==> config.mk <==
export PLATFORM = sky130hd
export DESIGN_NAME = cpu_run_sequencer
export DESIGN_NICKNAME = d
export VERILOG_FILES = /design/src/rtl/cpu_run_sequencer.sv
export SDC_FILE = /design/constraint.sdc
export NUM_CORES = 1
export LEC_CHECK = 0
export CAP_MARGIN = 0
export CORE_MARGIN = 8
export CORE_UTILIZATION = 33
export DETAILED_ROUTE_END_ITERATION = 10
export PLACE_DENSITY = 0.67
export SKIP_LAST_GASP = 1
export SLEW_MARGIN = 20
export SYNTH_ARGS = -nofsm -noshare
export SYNTH_HDL_FRONTEND = slang
export SYNTH_SLANG_ARGS = --single-unit
==> constraint.sdc <==
create_clock -name clk -period 5.5 [get_ports clk]
set_clock_uncertainty 0.15 [all_clocks]
set_input_delay 1.375 -clock clk [delete_from_list [all_inputs] [get_ports clk]]
set_output_delay 1.375 -clock clk [all_outputs]
set_load 0.01 [all_outputs]
==> src/rtl/cpu_run_sequencer.sv <==
// cpu_run_sequencer: load-then-run control sequencer for the 8-bit CPU.
// A LOAD phase streams host bytes into instruction memory; start then walks
// the PC through FETCH/DECODE/EXEC/WB until a HALT opcode or program end.
// Optional feature macro: CPU_SINGLE_STEP_EN (adds the step port; FETCH
// waits for a step pulse before loading the IR).
module cpu_run_sequencer #(
  parameter int         ADDR_W  = 4,
  parameter logic [7:0] HALT_OP = 8'hFF
) (
  input  logic              clk,
  input  logic              reset,
  input  logic              load_valid,
  input  logic [7:0]        load_data,
  input  logic              load_last,
  output logic              load_ready,
  input  logic              start,
  output logic              imem_we,
  output logic [ADDR_W-1:0] imem_waddr,
  output logic [7:0]        imem_wdata,
  output logic [ADDR_W-1:0] imem_raddr,
  input  logic [7:0]        imem_rdata,
  output logic [7:0]        instruction,
  output logic              ir_load,
  output logic              reg_rd_en,
  output logic              alu_en,
  output logic              reg_wr_en,
  output logic              busy,
  output logic              done
`ifdef CPU_SINGLE_STEP_EN
  ,
  input  logic              step
`endif
);

  typedef enum logic [2:0] {
    S_LOAD   = 3'd0,
    S_IDLE   = 3'd1,
    S_FETCH  = 3'd2,
    S_DECODE = 3'd3,
    S_EXEC   = 3'd4,
    S_WB     = 3'd5,
    S_HALT   = 3'd6
  } state_t;

  localparam logic [ADDR_W:0]   FULL_LEN = {1'b1, {ADDR_W{1'b0}}};
  localparam logic [ADDR_W-1:0] LAST_PTR = {ADDR_W{1'b1}};
  localparam logic [ADDR_W-1:0] ZERO_PTR = {ADDR_W{1'b0}};
  localparam logic [ADDR_W:0]   ZERO_LEN = {(ADDR_W+1){1'b0}};

  state_t            state_r, state_s;
  logic [ADDR_W-1:0] wptr_r, wptr_s;
  logic [ADDR_W:0]   len_r, len_s;
  logic [ADDR_W-1:0] pc_r, pc_s;
  logic [7:0]        ir_r, ir_s;
  logic              accept_s;
  logic              step_ok_s;

`ifdef CPU_SINGLE_STEP_EN
  assign step_ok_s = step;
`else
  assign step_ok_s = 1'b1;
`endif

  // A byte is taken whenever the host offers one while we are in LOAD.
  assign accept_s = (state_r == S_LOAD) && load_valid;

  // Next-state and register-update logic for the sequencer.
  always_comb begin
    state_s = state_r;
    wptr_s  = wptr_r;
    len_s   = len_r;
    pc_s    = pc_r;
    ir_s    = ir_r;
    case (state_r)
      S_LOAD: begin
        if (accept_s) begin
          wptr_s = wptr_r + {{(ADDR_W-1){1'b0}}, 1'b1};
          if (load_last) begin
            len_s   = {1'b0, wptr_r} + {{ADDR_W{1'b0}}, 1'b1};
            state_s = S_IDLE;
          end else if (wptr_r == LAST_PTR) begin
            // Memory full: end the load rather than wrap and overwrite.
            len_s   = FULL_LEN;
            state_s = S_IDLE;
          end else begin
            state_s = S_LOAD;
          end
        end else if (start && (wptr_r == ZERO_PTR)) begin
          // No byte accepted yet: a start runs the empty program, which
          // halts at once. Once loading has begun, start is ignored.
          pc_s    = ZERO_PTR;
          state_s = S_HALT;
        end else begin
          state_s = S_LOAD;
        end
      end
      S_IDLE, S_HALT: begin
        if (start) begin
          pc_s    = ZERO_PTR;
          state_s = (len_r == ZERO_LEN) ? S_HALT : S_FETCH;
        end else if (load_valid) begin
          // Re-enter LOAD; the offered byte is taken on the next cycle.
          wptr_s  = ZERO_PTR;
          len_s   = ZERO_LEN;
          state_s = S_LOAD;
        end else begin
          state_s = state_r;
        end
      end
      S_FETCH: begin
        if (step_ok_s) begin
          ir_s    = imem_rdata;
          state_s = S_DECODE;
        end else begin
          state_s = S_FETCH;
        end
      end
      S_DECODE: begin
        if (ir_r == HALT_OP) begin
          state_s = S_HALT;
        end else begin
          state_s = S_EXEC;
        end
      end
      S_EXEC: begin
        state_s = S_WB;
      end
      S_WB: begin
        pc_s = pc_r + {{(ADDR_W-1){1'b0}}, 1'b1};
        if (({1'b0, pc_r} + {{ADDR_W{1'b0}}, 1'b1}) == len_r) begin
          state_s = S_HALT;
        end else begin
          state_s = S_FETCH;
        end
      end
      default: begin
        state_s = S_LOAD;
      end
    endcase
  end

  // State and datapath-control registers, cleared asynchronously.
  always_ff @(posedge clk or negedge reset) begin
    if (!reset) begin
      state_r <= S_LOAD;
      wptr_r  <= {ADDR_W{1'b0}};
      len_r   <= {(ADDR_W+1){1'b0}};
      pc_r    <= {ADDR_W{1'b0}};
      ir_r    <= 8'h00;
    end else begin
      state_r <= state_s;
      wptr_r  <= wptr_s;
      len_r   <= len_s;
      pc_r    <= pc_s;
      ir_r    <= ir_s;
    end
  end

  // Output decode: phase enables come straight from the state register so
  // they drop to zero the instant reset clears it.
  always_comb begin
    load_ready  = (state_r == S_LOAD);
    imem_we     = accept_s;
    imem_waddr  = wptr_r;
    imem_wdata  = accept_s ? load_data : 8'h00;
    imem_raddr  = pc_r;
    instruction = ir_r;
    ir_load     = (state_r == S_FETCH) && step_ok_s;
    reg_rd_en   = (state_r == S_DECODE);
    alu_en      = (state_r == S_EXEC);
    // Class 2'b11 opcodes are NOPs with no register writeback.
    reg_wr_en   = (state_r == S_WB) && (ir_r[7:6] != 2'b11);
    busy        = (state_r == S_FETCH) || (state_r == S_DECODE) ||
                  (state_r == S_EXEC)  || (state_r == S_WB);
    done        = (state_r == S_HALT);
  end

endmodule

# Word level (Yosys, flattened, before mapping)
# Index checks and enable logic that the tools add are counted.
[word_totals] reg_bits=24 in_bits=21 out_inout_bits=32 wordCells=67
[classes] add_sub_neg=4 n_eq_ne=18 n_mux=25 n_reduce_logical=15
[ops] operator="$mux W5" count=5
[ops] operator="$mux W4" count=6
[ops] operator="$mux W3" count=6
[ops] operator="$pmux W3 S6" count=1
[ops] operator="$pmux W4 S3" count=1
[ops] operator="$add A4 B1 Y5 const B" count=2
[ops] operator="$ne A2 B2 Y1 const B" count=5
[ops] operator="$pmux W5 S2" count=1
[ops] operator="$eq A3 B3 Y1 const B" count=3
[ops] operator="$add A4 B1 Y4 const B" count=2
[ops] operator="$eq A8 B8 Y1 const B" count=1
[ops] operator="$mux W8" count=1
[ops] operator="$pmux W4 S2" count=1
[ops] operator="$reduce_and A4 Y1" count=2
[ops] operator="$eq A3 B2 Y1 const B" count=2
[ops] operator="$eq A5 B5 Y1" count=1
[ops] operator="$logic_not A5 Y1" count=1
[ops] operator="$reduce_and A5 Y1" count=1
[ops] operator="$eq A4 B4 Y1 const B" count=1
[ops] operator="$logic_not A4 Y1" count=1
[ops] operator="$ne A2 B1 Y1 const B" count=2
[ops] operator="$eq A3 B1 Y1 const B" count=1
[ops] operator="$logic_and A1 B1 Y1" count=3
[ops] operator="$logic_not A3 Y1" count=1
[ops] operator="other kinds (8)" count=11

# Logic depth before layout (Yosys ltp)
# Gate-level depths: netlist of run 1.
[depth] depth_word=5 ltp_mapped=7 ltp_nobuf=6

# Worst setup path before layout of run 1
# No wires, ideal clock.
[synth_path] path_kind="input-to-output" from="input load_valid" to="output imem_wdata[0]" arrival_ns=1.787 slack_ns=2.188 path_stages=2 path_cell_list="clkbuf_1 -> and3_1"
[synth_between] elab_chain_cells=2
[synth_rtl] item="from (decl)" line="12" rtl="input logic load_valid,"
[synth_rtl] item="$logic_and A1 B1 Y1" line="65" rtl="assign accept_s = (state_r == S_LOAD) && load_valid;"
[synth_rtl] item="$mux W8" line="165" rtl="imem_wdata = accept_s ? load_data : 8'h00;"
[synth_rtl] item="to (decl)" line="19" rtl="output logic [7:0] imem_wdata,"
# No other way between the ends.

# Final worst setup path of run 1
[layout_path] from="input load_valid" to="output imem_we"
[layout_between] elab_chain_cells=1
[layout_rtl] item="$logic_and A1 B1 Y1" line="65"
[layout_rtl] item="to (decl)" line="17" rtl="output logic imem_we,"
# No other way between the ends.

==> results of run 1 <==
==> cell type report <==
class / instances / area, µm²
clock buffer: 3 / 41.3
clock inverter: 1 / 30.0
fill: 373 / 2030
inverter: 7 / 26.3
multi-input combinational: 105 / 752
sequential: 24 / 601
tap: 50 / 62.6
timing repair buffer: 52 / 515
==> stage by stage <==
| step | cells | util [%] | area (µm²) | setup slack [ns] | power (mW) |
|---|---|---|---|---|---|
| 6_report | 242 | 50.0 | 2030 | 1.03 | 1.08 |
| 2_1_floorplan | 142 | - | 1410 | 2.19 | 0.664 |
| 4_1_cts | 242 | 50.1 | 2030 | 1.03 | 1.09 |
| 3_5_place_dp | 238 | 48.4 | 1960 | 1.04 | 0.923 |
| 3_3_place_gp | 238 | 48.4 | 1960 | 1.09 | 0.907 |
| 5_1_grt | 242 | 50.0 | 2030 | 0.953 | 1.16 |
==> placed cells by master (no fill, tap or decap), types with 4 or more instances in the layout <==
cell | Yosys | layout
nor2_1 | 5 | 5
nand3_1 | 9 | 9
mux2_2 | 7 | 7
nand2_1 | 7 | 7
xor2_1 | 4 | 4
a21o_1 | 5 | 5
o21ai_0 | 8 | 8
dfrtp_1 | 24 | 24
xnor2_1 | 6 | 6
a21oi_1 | 5 | 5
and3_1 | 8 | 8
inv_1 | 5 | 5
clkdlybuf4s50_1 | 0 | 51
==> power by group through the flow <==
stage          clock network [mW]  logic (mW)  registers (mW)
5_1_grt                     0.172       0.596           0.387
4_1_cts                     0.164       0.555           0.370
3_3_place_gp                    0       0.539           0.368
3_5_place_dp                    0       0.550           0.373
2_1_floorplan                   0       0.327           0.337
6_report                    0.161       0.547           0.371
==> routing by layer <==
metal / share of wire [%] / up-vias / GRT usage [%] / routed length [µm]
met5: 0 / - / 0 / 0
met4: 1.1 / 0 / 4.29 / 46
met3: 5.1 / 5 / 3.64 / 209
met2: 51 / 29 / 20.7 / 2080
met1: 42 / 604 / 15.1 / 1730
li1: - / 625 / - / -
==> kinds of logic after synthesis <==
group,count (synthesis)
simple gates,50
buf+inv,13
flops,24
mux,7
xor+xnor,10
fa+ha+maj,3
compound gates,35
==> path summary, 6_finish.rpt <==
kind / depth (start not counted) / to
setup / recovery: 4 / imem_we
hold / removal: 1 / instruction[0]$_DFFE_PN0P_
setup reg to reg: 4 / len_r[4]$_DFFE_PN0P_
hold reg to reg: 1 / instruction[0]$_DFFE_PN0P_
max in group asynchronous: 1 / instruction[7]$_DFFE_PN0P_
min in group asynchronous: 1 / imem_waddr[3]$_DFFE_PN0P_
==> registers in the layout (all words and copies together) (netlist names) <==
name	cells
state_r	3
imem_waddr	4
len_r	5
imem_raddr	4
instruction	8
==> cells in the mapped netlist (2+ instances only) <==
| cell type | n | share of area (%) |
|---|---|---|
| o21ai_0 | 8 | 2.8 |
| inv_2 | 2 | 0.53 |
| nor4_1 | 3 | 1.3 |
| nor3b_1 | 3 | 1.6 |
| xnor2_1 | 6 | 3.7 |
| xor2_1 | 4 | 2.5 |
| o22a_1 | 2 | 1.2 |
| a21oi_1 | 5 | 1.8 |
| and3_1 | 8 | 3.6 |
| a32o_1 | 2 | 1.4 |
| dfrtp_1 | 24 | 43 |
| ha_1 | 3 | 2.7 |
| a21o_1 | 5 | 2.7 |
| inv_1 | 5 | 1.3 |
| a211oi_1 | 2 | 1.1 |
| mux2_2 | 7 | 5.6 |
| nor2_1 | 5 | 1.3 |
| nor2b_1 | 2 | 0.89 |
| nand3_1 | 9 | 3.2 |
| buf_2 | 4 | 1.4 |
| nand2_1 | 7 | 1.9 |
| clkbuf_1 | 2 | 0.53 |
| a211o_1 | 2 | 1.2 |
| nand2b_1 | 3 | 1.3 |
==> metrics.md, run 1 <==
| Metric | Value |
|---|---|
| Status | finished, final reports clean |
| Sw Ratio | 39.3% |
| Die Wd | 81.3 µm |
| Required time worst endpoint | 3.97 ns |
| WS Path Type | primary input to output pin |
| Setup violations, final | 0 |
| Slew Limit Fails | 0 |
| Crit path launch type | primary input |
| Dominant synthesized flop cell | dfrtp_1 |
| Synth Area in Compound Gates | 17.8% |
| Post-Synth XOR/XNOR Area | 6.23% |
| Port bufs | 52 |
| Sequential share of power | 34.4% |
| TNS Setup | 0 ns |
| Die area | 6610 µm² |
| Fmax | 224 MHz |
| Clk network pwr share | 14.9% |
| CTS Buf Count | 3 |
| CP Cell Sequence | clkdlybuf4s50_1 -> nand2_1 -> inv_1 -> clkdlybuf4s50_1 |
| Delay-heaviest family, CP | buffers and inverters |
| Root buf cell | clkbuf_8 |
| Vias in the first global route | 1,309 |
| Synth warn | 0 |
| Largest net degree at the start of global routing | 25 |
| Number of synthesized flops with an enable pin | 0 |
| Peak VDD IR | 0.238 mV |
| Drt wl/cell | 16.8 µm |
| Clock-pin slew on the worst setup and hold paths | 0.09 ns |
| Antenna Nets Post-Route | 0 |
| Min Tclk post-route | 4.47 ns |
| Routability cong. | 0.806 |
| Synth Area in Adders | 2.67% |
| Max Fanout on Critical Path | 15 |
| Mapped Nets | 166 |
| Final net count | 217 |
| Fraction of synthesized area in multiplexers | 5.60% |
| DR vias | 1,263 |
| R2R Path Start | state_r[2]$_DFFE_PN0P_ |
| Netlist Area Pre-Place | 1410 µm² |
| Crit-path slowest cell | clkdlybuf4s50_1 |
| Crit path top cell by count | clkdlybuf4s50_1 |
| Register area share after synthesis | 42.7% |
| Slew headroom | 57.2% |
| Hold WS | 0.397 ns |
| Total Routing Usage GR | 12.5% |
| Area grow syn2layout | 44.2% |
| I/O pins | 53 |
| Clk Latency, worst-skew pair | 0.27 ns |
| Hold Crit Start | instruction[0]$_DFFE_PN0P_ |
| Synth Register Bits | 24 |
| CTS sink cnt | 24 |
| CTS tree | built |
| Starting density of the core | 34.7% |
| Reported net switching power | 0.424 mW |
| Max cap viols | 0 |
| Synthesized area per cell | 9.90 µm² |
| Row Count | 23 |
| Yosys cell types | 43 |
| Largest family of logic cells by synthesized area | simple AND/OR/NAND/NOR gates |
| RSZ-0062 raised after global routing | no |
| Die Y | 81.3 µm |
| Hpwl dp | 3100 µm |
| Worst path arrival time | 2.94 ns |
| DRT Pass-1 Iters | 4 |
| Core area | 4060 µm² |
| Total Wirelength | 4070 µm |
| First-pass GRT wire length | 6530 µm |
| WP buf/inv | 3 |
| Layout cells sized above 1 | 10.4% |
| Gate power share | 50.7% |
| Fraction of registers with async set/reset | 100% |
| DRC Markers | 0 |
| # resized after CTS | 0 |
| H-tree depth | 1 |
| Worst-Margin Slew | 0.641 ns |
| Worst reg-to-reg setup slack | 3.30 ns |
| ANT cells | 0 |
| Pwr per Cell Area | 532 nW/µm² |
| Initial DRC count | 120 |
| Crit end category | output pin |
| Via density | 5.22 |
| Syn Inst Count | 142 |
| Power Internal | 0.654 mW |
| Hold buffers post-CTS | 0 |
| Clock buffer depth | 2 |
| GRT Residual Overflow | 0 |
| Initial antenna violation count | 0 |
| Pleak | 0.860 nW |
| Critical Path Max Stage Delay | 0.71 ns |
| Post-synthesis simple-gate area fraction | 21.2% |
| # Post-CTS Setup Buffers | 0 |
| Worst Setup SP | load_valid |
| Final Hold Viols | 0 |
| Worst hold path type | flip-flop to flip-flop |
| Tcrit/Tclk final | 81.2% |
(Power assumes the default switching activity.)
==> run 2, diff against run 1 <==
Settings changed: PLACE_DENSITY 0.67 to 0.69.
Clock period 5.5 ns to 3.8 ns, I/O delays scaled along.
==> metrics.md, run 2 (synthesis results as in run 1) <==
| Metric | Value |
|---|---|
| Slew headroom | 57.7% (+0.45 points) |
| Clock buffer depth | 2 (unchanged) |
| Sw Ratio | 38.4% (-0.95 points) |
| Total Wirelength | 3870 µm (-5.0%) |
| TNS Setup | 0 ns (unchanged) |
| Starting density of the core | 34.7% (unchanged) |
| Crit path launch type | primary input |
| Most frequent cells in the layout | clkdlybuf4s50_1 (52), dfrtp_1 (24), nand3_1 (9) |
| Setup violations, final | 0 (unchanged) |
| Total chip power | 1.57 mW (+45%) |
| Worst reg-to-reg setup slack | 1.66 ns (-1.64 ns) |
| H-tree depth | 1 (unchanged) |
| First-pass GRT wire length | 6430 µm (-1.5%) |
| Peak VDD IR | 0.379 mV (+59%) |
| CTS sink cnt | 24 (unchanged) |
| Hpwl dp | 3010 µm (-2.9%) |
| Vias in the first global route | 1,313 (+0.31%) |
| Worst reg2reg path depth | 4 (unchanged) |
| Final non-filler cell total | 247 (+2.1%) |
| Gate power share | 53.8% (+3.1 points) |
| Status | finished, final reports clean |
| Clk network pwr share | 14.6% (-0.3 points) |
| DRC Markers | 0 (unchanged) |
| Min Tclk post-route | 3.47 ns |
| Leading cell type in the layout, fill and taps excluded | clkdlybuf4s50_1 |
| Total Routing Usage GR | 12.1% (-0.39 points) |
| Cells after DPL | 243 (+2.1%) |
| Root buf cell | clkbuf_8 |
| I/O pins | 53 (unchanged) |
| Slew Limit Fails | 0 (unchanged) |
| Worst hold path type | flip-flop to flip-flop |
| Register area | 601 µm² (unchanged) |
| # Post-CTS Setup Buffers | 0 (unchanged) |
| Worst Setup SP | load_valid |
| Routability cong. | 0.855 (+6.1%) |
| GRT Residual Overflow | 0 (unchanged) |
| Max FFs per register | 8 (unchanged) |
| Pleak | 0.885 nW (+2.9%) |
| ANT cells | 0 (unchanged) |
| CTS Buf Count | 3 (unchanged) |
| Max Fanout on Critical Path | 10 (-5) |
| Die Wd | 81.3 µm (unchanged) |
| Pwr per Cell Area | 757 nW/µm² (+42%) |
| Final net count | 222 (+2.3%) |
| Hold buffers post-CTS | 0 (unchanged) |
| WS Path Type | primary input to output pin |
| Hold endpoint | instruction[4]$_DFFE_PN0P_ |
| Crit end category | output pin |
| Worst-Margin Slew | 0.628 ns (-0.0135 ns) |
| Via density | 5.21 (-0.24%) |
| R2R Path End | state_r[2]$_DFFE_PN0P_ |
| Sequential share of power | 31.6% (-2.8 points) |
| R2R Path Start | state_r[0]$_DFFE_PN0P_ |
| Fmax | 289 MHz |
| Port bufs | 52 (unchanged) |
| Drt wl/cell | 15.7 µm (-7.0%) |
| Row Count | 23 (unchanged) |
| Initial DRC count | 69 (-43%) |
| Filler cells | 372 (-0.27%) |
| Final Hold Viols | 0 (unchanged) |
| Reported net switching power | 0.602 mW (+42%) |
| Max cap viols | 0 (unchanged) |
| # resized after CTS | 0 (unchanged) |
| Multi-input gate area | 752 µm² (unchanged) |
| Antenna Nets Post-Route | 0 (unchanged) |
| Hold-critical path depth | 1 (unchanged) |
| Layout cells sized above 1 | 12.2% (+1.8 points) |
| Worst path arrival time | 2.37 ns (-0.57 ns) |
| CTS tree | built |
| Largest net degree at the start of global routing | 25 (unchanged) |
| Clk Latency, worst-skew pair | 0.27 ns (about the same) |
| Area grow syn2layout | 47.2% |
| Required time worst endpoint | 2.70 ns (-1.27 ns) |
| Die Y | 81.3 µm (unchanged) |
| DRT Pass-1 Iters | 4 (unchanged) |
| RSZ-0062 raised after global routing | no |
| Power Internal | 0.967 mW (+48%) |
| Hold Crit Start | instruction[4]$_DFFE_PN0P_ |
| Clock-pin slew on the worst setup and hold paths | 0.09 ns (about the same) |
| Initial antenna violation count | 0 (unchanged) |
| DR vias | 1,286 (+1.8%) |
| Die area | 6610 µm² (unchanged) |
| Core area | 4060 µm² (unchanged) |
| Tcrit/Tclk final | 91.2% |
[run 2: power by group through the flow]
stage                     clock, mW  combinational [mW]  sequential, mW
after floorplan                   0               0.473           0.488
after global placement            0               0.841           0.493
after detailed placement          0               0.851           0.499
after CTS                     0.236               0.855           0.494
after global routing          0.244               0.934           0.518
final                         0.229               0.844           0.495
[run 2: worst max-delay path by stage]
stage / endpoint / slack, ns / cells past startpoint
finish: imem_we / 0.33 / 4
global route: imem_we / 0.24 / 4
CTS: imem_we / 0.32 / 4
detailed placement: imem_we / 0.34 / 4
global placement: imem_we / 0.38 / 4
floorplan: imem_wdata[0] / 1.34 / 2
[run 2: metrics by stage]
step,setup WS (ns),hold WS (ns),util (%),instance area [µm²]
finish,0.335,0.392,51.0,2070
global route,0.244,0.411,51.0,2070
CTS,0.322,0.398,51.0,2070
detailed placement,0.336,0.378,49.3,2000
global placement,0.379,0.370,49.3,2000
floorplan,1.34,0.341,-,1410
[run 2: critical path, stage by stage]
cell	delay (ns)
clkdlybuf4s50_1	0.60
nand2_1	0.15
inv_1	0.12
clkdlybuf4s50_1	0.55
[run 2: cell type report]
| cell class | instances | area share (%) |
|---|---|---|
| clock buffers | 3 | 1.99 |
| clock inverters | 1 | 1.45 |
| inverters | 7 | 1.27 |
| multi-input cells | 105 | 36.3 |
| flip-flops and latches | 24 | 29.0 |
| well taps | 50 | 3.02 |
| repair buffers | 57 | 26.9 |
[run 2: routing by layer]
layer | GRT usage [%] | vias to the layer above | routed length, µm
met5 | 0 | - | 0
met4 | 5.00 | 0 | 65
met1 | 14.6 | 612 | 1610
met2 | 20.0 | 37 | 1970
li1 | - | 630 | -
met3 | 3.20 | 7 | 229
